File: src/rtl/add_pkg.sv
// Shared definitions for the add_accum16 accumulator slice.
//   ADD_WIDTH : default operand / sum width in bits
//   ADD_CNT_W : default width of the operand-count field
//   state_e   : accumulator control states
package add_pkg;

    localparam int unsigned ADD_WIDTH = 16;
    localparam int unsigned ADD_CNT_W = 8;

    typedef enum logic [1:0] {
        IDLE  = 2'd0,
        ACCUM = 2'd1,
        DONE  = 2'd2
    } state_e;

endpackage : add_pkg

File: src/rtl/add16_rc.sv
// WIDTH-bit ripple-carry adder.
// Ports:
//   sum  : a + b + cin, truncated to WIDTH bits
//   cout : carry out of the most significant bit
//   a, b : operands
//   cin  : carry in
module add16_rc
    import add_pkg::*;
#(
    parameter int unsigned WIDTH = ADD_WIDTH
) (
    output logic [WIDTH-1:0] sum,
    output logic             cout,
    input  logic [WIDTH-1:0] a,
    input  logic [WIDTH-1:0] b,
    input  logic             cin
);

    logic carry;

    // Bit-serial carry chain, LSB first.
    always_comb begin
        carry = cin;
        sum   = '0;
        for (int i = 0; i < int'(WIDTH); i++) begin
            sum[i] = a[i] ^ b[i] ^ carry;
            carry  = (a[i] & b[i]) | (carry & (a[i] ^ b[i]));
        end
        cout = carry;
    end

endmodule : add16_rc

File: src/rtl/add_accum16.sv
// Streaming accumulator: sums `len` operands accepted on a valid/ready
// input and presents the sum plus a sticky carry-out flag on a
// valid/ready output.
// Ports:
//   clk, rst_n          : clock, asynchronous active-low reset
//   start, len          : begin a run of len operands (sampled in IDLE)
//   in_valid/in_ready   : operand handshake, in_data is the operand
//   out_valid/out_ready : result handshake
//   out_sum, out_ovf    : live accumulator and sticky carry-out
//   busy                : high whenever not IDLE
// Build option: define ADD_ACCUM_SAT_EN to saturate the accumulator at
// all ones on carry-out instead of wrapping modulo 2^WIDTH.
module add_accum16
    import add_pkg::*;
#(
    parameter int unsigned WIDTH = ADD_WIDTH,
    parameter int unsigned CNT_W = ADD_CNT_W
) (
    input  logic             clk,
    input  logic             rst_n,
    input  logic             start,
    input  logic [CNT_W-1:0] len,
    input  logic             in_valid,
    output logic             in_ready,
    input  logic [WIDTH-1:0] in_data,
    output logic             out_valid,
    input  logic             out_ready,
    output logic [WIDTH-1:0] out_sum,
    output logic             out_ovf,
    output logic             busy
);

    state_e             state_q, state_d;
    logic [WIDTH-1:0]   acc_q, acc_d;
    logic               ovf_q, ovf_d;
    logic [CNT_W-1:0]   cnt_q, cnt_d;
    logic               in_ready_q;
    logic               out_valid_q;
    logic               busy_q;

    logic [WIDTH-1:0]   add_sum;
    logic               add_cout;

    // Single shared adder: accumulator plus incoming operand.
    add16_rc #(
        .WIDTH (WIDTH)
    ) u_add (
        .sum  (add_sum),
        .cout (add_cout),
        .a    (acc_q),
        .b    (in_data),
        .cin  (1'b0)
    );

    // Next-state and datapath update.
    always_comb begin
        state_d = state_q;
        acc_d   = acc_q;
        ovf_d   = ovf_q;
        cnt_d   = cnt_q;

        case (state_q)
            IDLE: begin
                if (start) begin
                    acc_d = '0;
                    ovf_d = 1'b0;
                    if (len != '0) begin
                        cnt_d   = len;
                        state_d = ACCUM;
                    end else begin
                        cnt_d   = '0;
                        state_d = DONE;
                    end
                end
            end

            ACCUM: begin
                if (in_valid) begin
`ifdef ADD_ACCUM_SAT_EN
                    // Once saturated, any further add either carries or adds
                    // zero, so the accumulator stays pinned at all ones.
                    acc_d = add_cout ? '1 : add_sum;
`else
                    acc_d = add_sum;
`endif
                    ovf_d = ovf_q | add_cout;
                    cnt_d = cnt_q - CNT_W'(1);
                    if (cnt_q == CNT_W'(1)) begin
                        state_d = DONE;
                    end
                end
            end

            DONE: begin
                if (out_ready) begin
                    state_d = IDLE;
                end
            end

            default: begin
                state_d = IDLE;
            end
        endcase
    end

    // State, datapath and registered handshake flags.
    always_ff @(posedge clk or negedge rst_n) begin
        if (!rst_n) begin
            state_q     <= IDLE;
            acc_q       <= '0;
            ovf_q       <= 1'b0;
            cnt_q       <= '0;
            in_ready_q  <= 1'b0;
            out_valid_q <= 1'b0;
            busy_q      <= 1'b0;
        end else begin
            state_q     <= state_d;
            acc_q       <= acc_d;
            ovf_q       <= ovf_d;
            cnt_q       <= cnt_d;
            in_ready_q  <= (state_d == ACCUM);
            out_valid_q <= (state_d == DONE);
            busy_q      <= (state_d != IDLE);
        end
    end

    assign in_ready  = in_ready_q;
    assign out_valid = out_valid_q;
    assign busy      = busy_q;
    assign out_sum   = acc_q;
    assign out_ovf   = ovf_q;

endmodule : add_accum16
File: config.mk
export PLATFORM = sky130hd
export DESIGN_NAME = add_accum16
export DESIGN_NICKNAME = d
export VERILOG_FILES = /design/src/rtl/add_pkg.sv /design/src/rtl/add16_rc.sv /design/src/rtl/add_accum16.sv
export SDC_FILE = /design/constraint.sdc
export NUM_CORES = 1
export LEC_CHECK = 0
export CAP_MARGIN = 20
export CORE_UTILIZATION = 60
export CTS_CLUSTER_DIAMETER = 200
export DETAILED_ROUTE_END_ITERATION = 8
export DONT_BUFFER_PORTS = 1
export PLACE_DENSITY = 0.76
export SLEW_MARGIN = 0
export SYNTH_ARGS = -nofsm -noshare
export SYNTH_HDL_FRONTEND = slang
export SYNTH_HIERARCHICAL = 1
export SYNTH_SLANG_ARGS = --single-unit
File: constraint.sdc
create_clock -name clk -period 21.2 [get_ports clk]
set_clock_uncertainty 0.05 [all_clocks]
set_input_delay 6.36 -clock clk [delete_from_list [all_inputs] [get_ports clk]]
set_output_delay 6.36 -clock clk [all_outputs]
set_load 0.1 [all_outputs]
==> results of run 1 <==
-- logic make-up after synthesis --
| kind of cell | share of synthesized area, % |
|---|---|
| simple gates | 20.0 |
| fa+ha+maj | 19.0 |
| other cells | 0.206 |
| buf+inv | 6.54 |
| compound gates | 13.0 |
| flops | 41.3 |
-- routing by layer --
metal / wire length (um) / vias to the layer above
li1: - / 606
met1: 1540 / 639
met2: 2020 / 52
met3: 169 / 6
met4: 35 / 0
met5: 0 / -
-- per-stage QoR --
| step | instances | cell area [um^2] | hold WS [ps] | util [%] |
|---|---|---|---|---|
| final | 213 | 1870 | 512 | 66.5 |
| after global placement | 205 | 1790 | 463 | 63.8 |
| after floorplan | 184 | 1820 | 437 | - |
| after detailed placement | 205 | 1790 | 485 | 63.8 |
| after global routing | 213 | 1870 | 539 | 66.5 |
| after CTS | 213 | 1870 | 506 | 66.5 |
-- critical path, stage by stage --
cell     delay, ps
fa_1           380
inv_1           90
fa_1           170
inv_1           50
fa_1           370
fa_1           380
fa_1           390
fa_1           390
fa_1           390
fa_1           400
fa_1           400
fa_1           410
fa_1           410
fa_1           400
fa_1           420
fa_1           400
fa_1           370
inv_1           80
fa_1           400
inv_1           60
nand3_1         50
nand2_1        100
-- state kept, by name, summed over array words and instances (netlist names) --
signal / cells
out_sum: 16
cnt_q: 8
state_q: 2
busy: 1
in_ready: 1
out_ovf: 1
out_valid: 1
-- cell type report --
class	instances	area (um^2)
fillers	229	938
well taps	31	38.8
clock buffers	5	37.5
multi-input cells	131	951
flip-flops and latches	30	751
inverters	13	48.8
clock inverters	3	40.0
-- Yosys cell counts, drive strengths merged (2+ instances only) --
library cell / count / area [um^2]
inv: 13 / 48.8
o2bb2ai: 2 / 17.5
nor2: 8 / 32.5
buf: 10 / 70.1
nor4: 4 / 31.3
nand2b: 3 / 33.8
ha: 2 / 25.0
fa: 16 / 320
nand3: 16 / 80.1
o22ai: 4 / 25.0
a2bb2oi: 2 / 23.8
o21ai: 10 / 50.0
nand2: 42 / 158
dfrtp: 30 / 751
a21oi: 9 / 56.3
-- worst min-delay path by stage --
stage,startpoint,endpoint,slack (ps),cells past startpoint
global route,cnt_q[2],cnt_q[2],540,1
floorplan,cnt_q[0],cnt_q[0],440,1
CTS,cnt_q[2],cnt_q[2],510,1
detailed placement,cnt_q[2],cnt_q[2],480,1
global placement,cnt_q[0],cnt_q[0],460,1
finish,cnt_q[2],cnt_q[2],510,1
-- placed cells by master, fill, tap and decap left out, types with 3 or more instances in the layout --
| cell | instances |
|---|---|
| fa_1 | 16 |
| o21ai_0 | 7 |
| clkbuf_4 | 5 |
| o22ai_1 | 4 |
| nor2_1 | 7 |
| o21ai_1 | 3 |
| nand3_1 | 16 |
| nor4_1 | 3 |
| inv_1 | 13 |
| dfrtp_1 | 30 |
| nand2_1 | 42 |
| a21oi_1 | 8 |
==> out/metrics.csv, run 1 <==
stage;metric;value;unit
worst_setup_path;Worst Path Arrival;12890;ps
worst_setup_path;RR Endpoint;out_sum[15];
sta;Final Max Tran Viols;0;
die;num rows;19;
finish;Layout area overhead;2.68;%
route;post-DR vias/cell;6.12;
clock_network;deepest clock path buffer count;2;
route;drt pass-1 iters;6;
logic_synthesis;syn_area_per_cell;9.88;um^2
finish;share of cells above drive strength 1;8.24;%
clock_network;Reg clk slew, reported paths;90;ps
placement;Buffers on Ports;0;
sta;final setup fails;0;
clock_network;Root Buffer;clkbuf_4;
die;Die Area;0.00325;mm^2
global_routing;initial antenna violation count;0;
logic_synthesis;#FFs+latches synth;30;
clock_network;total CTS buffers;5;
worst_setup_path;Setup crit end;out_sum[15];
logic_synthesis;Syn Inst Count;184;
global_routing;largest net degree at the start of global routing;31;
global_routing;met1 GRT Util;31.4;%
run_status;violated checks;design-rule violations;
route;via count;1303;
logic_synthesis;Post-synth EDFFs;0;
worst_setup_path;crit path launch;in_data[0];
clock_network;post-CTS resize count;0;
clock_network;post-CTS setup buffers;0;
die;die width;57.0;um
job;max cap viols;0;
worst_setup_path;worst flop-to-flop path startpoint;out_sum[0];
logic_synthesis;post-synth design cell area;0.00182;mm^2
global_routing;GRT met3 Usage;9.30;%
global_routing;gr usage total;25.8;%
clock_network;clk_lat worst skew;330;ps
run_status;status;finished, violations left;
worst_setup_path;Worst R2R Path Depth;22;
worst_setup_path;flop2flop setup slack;13580;ps
sta;final setup TNS;0;ps
die;Initial Util;64.8;%
global_routing;vias in the first global route;1368;
sta;Tcrit/Tclk final;59.8;%
logic_synthesis;post-synthesis sequential area ratio;41.3;%
logic_synthesis;Main synth FF type;dfrtp_1;
worst_setup_path;CP Class;input pin to flop;
route;Wirelength per Cell;17.6;um
sta;fmax;78.9;MHz
finish;Layout Nets;228;
route;Final ANT Viol Nets;0;
clock_network;# H-tree levels;2;
logic_synthesis;post-synthesis cell type count;36;
placement;GP Congestion;0.815;
die;Ports;49;
worst_setup_path;CP Max Fanout;1;
finish;antenna cells;0;
global_routing;GRT busiest layer;met2;
global_routing;first-pass GRT wire length;6220;um
worst_setup_path;CP startpoint kind;input pin;
sta;Worst-Margin Slew;991;ps
placement;dpl ws;8220;ps
die;Core Region;0.00281;mm^2
sta;min cycle time layout;12670;ps
sta;Fin. Hold Viols;0;
global_routing;GR Overflow Total;0;
global_routing;met2 Usage GRT;43.7;%
clock_network;Sink Count;30;
sta;max_slew headroom;33.7;%
sta;PnR worst setup slack;8530;ps
min_path;hold crit path type;flop to flop;
clock_network;CTS tree;built;
logic_synthesis;YS warnings;6;
clock_network;Hold-fix buffers, CTS;0;
route;routed wire length;3760;um
die;Die Y;57.0;um
sta;RSZ-0062 raised after global routing;false;
route;Initial DRC Count;81;
worst_setup_path;Critical Path RT;21410;ps
route;DRC Markers;2;
worst_setup_path;crit end category;flop;
placement;HPWL after DPL;2680;um
logic_synthesis;Synth async-reset ratio;100;%
logic_synthesis;Syn Nets;231;
Power of run 1 is left out: the tool's default activity adds up to more than one toggle a clock period on the data nets, which glitch-free logic cannot reach.
==> run 2, diff against run 1 <==
--- a/config.mk
+++ b/config.mk
@@ -6,11 +6,11 @@
 export NUM_CORES = 1
 export LEC_CHECK = 0
 export CAP_MARGIN = 20
-export CORE_UTILIZATION = 60
+export CORE_UTILIZATION = 56
 export CTS_CLUSTER_DIAMETER = 200
 export DETAILED_ROUTE_END_ITERATION = 8
 export DONT_BUFFER_PORTS = 1
-export PLACE_DENSITY = 0.76
+export PLACE_DENSITY = 0.74
 export SLEW_MARGIN = 0
 export SYNTH_ARGS = -nofsm -noshare
 export SYNTH_HDL_FRONTEND = slang
==> constraint.sdc (replaced) <==
create_clock -name clk -period 10.43 [get_ports clk]
set_clock_uncertainty 0.05 [all_clocks]
set_input_delay 3.129 -clock clk [delete_from_list [all_inputs] [get_ports clk]]
set_output_delay 3.129 -clock clk [all_outputs]
set_load 0.1 [all_outputs]
==> out/metrics.csv, run 2 (synthesis results as in run 1) <==
stage;metric;value;unit
run_status;status;completed;
global_routing;initial antenna violation count;0;
die;Core Region;0.00308;mm^2
worst_setup_path;Worst Path Arrival;9670;ps
worst_setup_path;Worst R2R Path Depth;22;
worst_setup_path;crit end category;flop;
min_path;hold depth;1;
die;num rows;20;
finish;most common cell after layout, fill and taps aside;nand2_1;
placement;Post-Place Cells;218;
clock_network;post-CTS resize count;0;
die;Initial Util;59.1;%
clock_network;total CTS buffers;5;
clock_network;Root Buffer;clkbuf_4;
die;Die Area;0.00348;mm^2
placement;dpl ws;605;ps
sta;RSZ-0062 raised after global routing;false;
worst_setup_path;CP Class;input pin to flop;
die;die width;59.0;um
route;Final ANT Viol Nets;0;
worst_setup_path;CP cell instances;fa_1, inv_1, fa_1, inv_1, fa_1, fa_1, fa_1, fa_1, fa_1, fa_1, fa_1, fa_1, fa_1, fa_1, fa_1, fa_1, fa_1, inv_1, fa_1, inv_1, nand3_1, nand2_1;
worst_setup_path;CP Max Fanout;1;
placement;HPWL after DPL;2650;um
route;Wirelength per Cell;16.5;um
global_routing;vias in the first global route;1346;
route;Initial DRC Count;64;
worst_setup_path;flop2flop setup slack;2820;ps
worst_setup_path;worst flop-to-flop path startpoint;out_sum[0];
route;routed wire length;3730;um
die;Die Y;59.0;um
finish;Layout Nets;228;
sta;worst hold slack;485;ps
clock_network;deepest clock path buffer count;2;
worst_setup_path;slowest stage delay, CP;430;ps
sta;max_slew headroom;33.7;%
job;max cap viols;0;
global_routing;GR Overflow Total;0;
sta;PnR worst setup slack;988;ps
finish;share of cells above drive strength 1;7.69;%
worst_setup_path;CP dominant cell by count;fa_1;
sta;Final Max Tran Viols;0;
global_routing;gr usage total;24.1;%
sta;Worst-Margin Slew;991;ps
finish;Layout area overhead;2.62;%
clock_network;clk_lat worst skew;330;ps
clock_network;# H-tree levels;2;
clock_network;Reg clk slew, reported paths;100;ps
sta;final setup fails;0;
sta;final setup TNS;0;ps
worst_setup_path;Critical Path RT;10660;ps
placement;GP Congestion;0.741;
finish;final std cells w/o fill;226;
sta;min cycle time layout;9440;ps
die;Ports;49;
min_path;Hold EP;cnt_q[0];
route;post-DR vias/cell;5.75;
worst_setup_path;CP startpoint kind;input pin;
min_path;min-delay src;cnt_q[0];
clock_network;post-CTS setup buffers;0;
sta;Fin. Hold Viols;0;
min_path;hold crit path type;flop to flop;
clock_network;Hold-fix buffers, CTS;0;
worst_setup_path;RR Endpoint;out_sum[15];
global_routing;first-pass GRT wire length;6060;um
finish;antenna cells;0;
finish;max reg flops;16;
sta;Tcrit/Tclk final;90.5;%
placement;Buffers on Ports;0;
finish;commonest non-fill, non-tap cells in the layout;nand2_1, dfrtp_1, nand3_1, fa_1, inv_1;
clock_network;CTS tree;built;
worst_setup_path;slowest CP cell;fa_1;
route;DRC Markers;0;
route;via count;1299;
sta;fmax;106;MHz
global_routing;largest net degree at the start of global routing;31;
route;drt pass-1 iters;5;
clock_network;Sink Count;30;
[run 2: metal layers]
metal / track usage [%] / part of all wire (%)
met3: 9.17 / 7.2
met5: 0 / 0
met1: 26.4 / 37
met4: 9.86 / 2.1
met2: 42.0 / 54
[run 2: stage by stage]
step,instance area (um^2),util [%]
3_3_place_gp,1810,58.7
5_1_grt,1870,60.6
6_report,1870,60.6
3_5_place_dp,1810,58.7
4_1_cts,1870,60.6
2_1_floorplan,1820,-
[run 2: cell type report]
| cell class | count | area [um^2] |
|---|---|---|
| flip-flops and latches | 30 | 751 |
| multi-input cells | 131 | 951 |
| clock buffers | 7 | 55.1 |
| clock inverters | 1 | 5.00 |
| fillers | 283 | 1210 |
| well taps | 44 | 55.1 |
| inverters | 13 | 48.8 |
[run 2: how the worst max path moves through the flow]
stage	start	end
global placement	in_data[0]	out_sum[15]
floorplan	in_data[0]	out_sum[15]
finish	in_data[0]	out_sum[15]
detailed placement	in_data[0]	out_sum[15]
CTS	in_data[0]	out_sum[15]
global route	in_data[0]	out_sum[15]
[run 2: critical path, delay by kind of cell]
family | cells | cell delay, ps
buffers and inverters | 4 | 260
AND/OR/NAND/NOR | 2 | 170
adder cells (fa/ha/maj) | 16 | 6110
Power of run 2 is left out for the same reason.
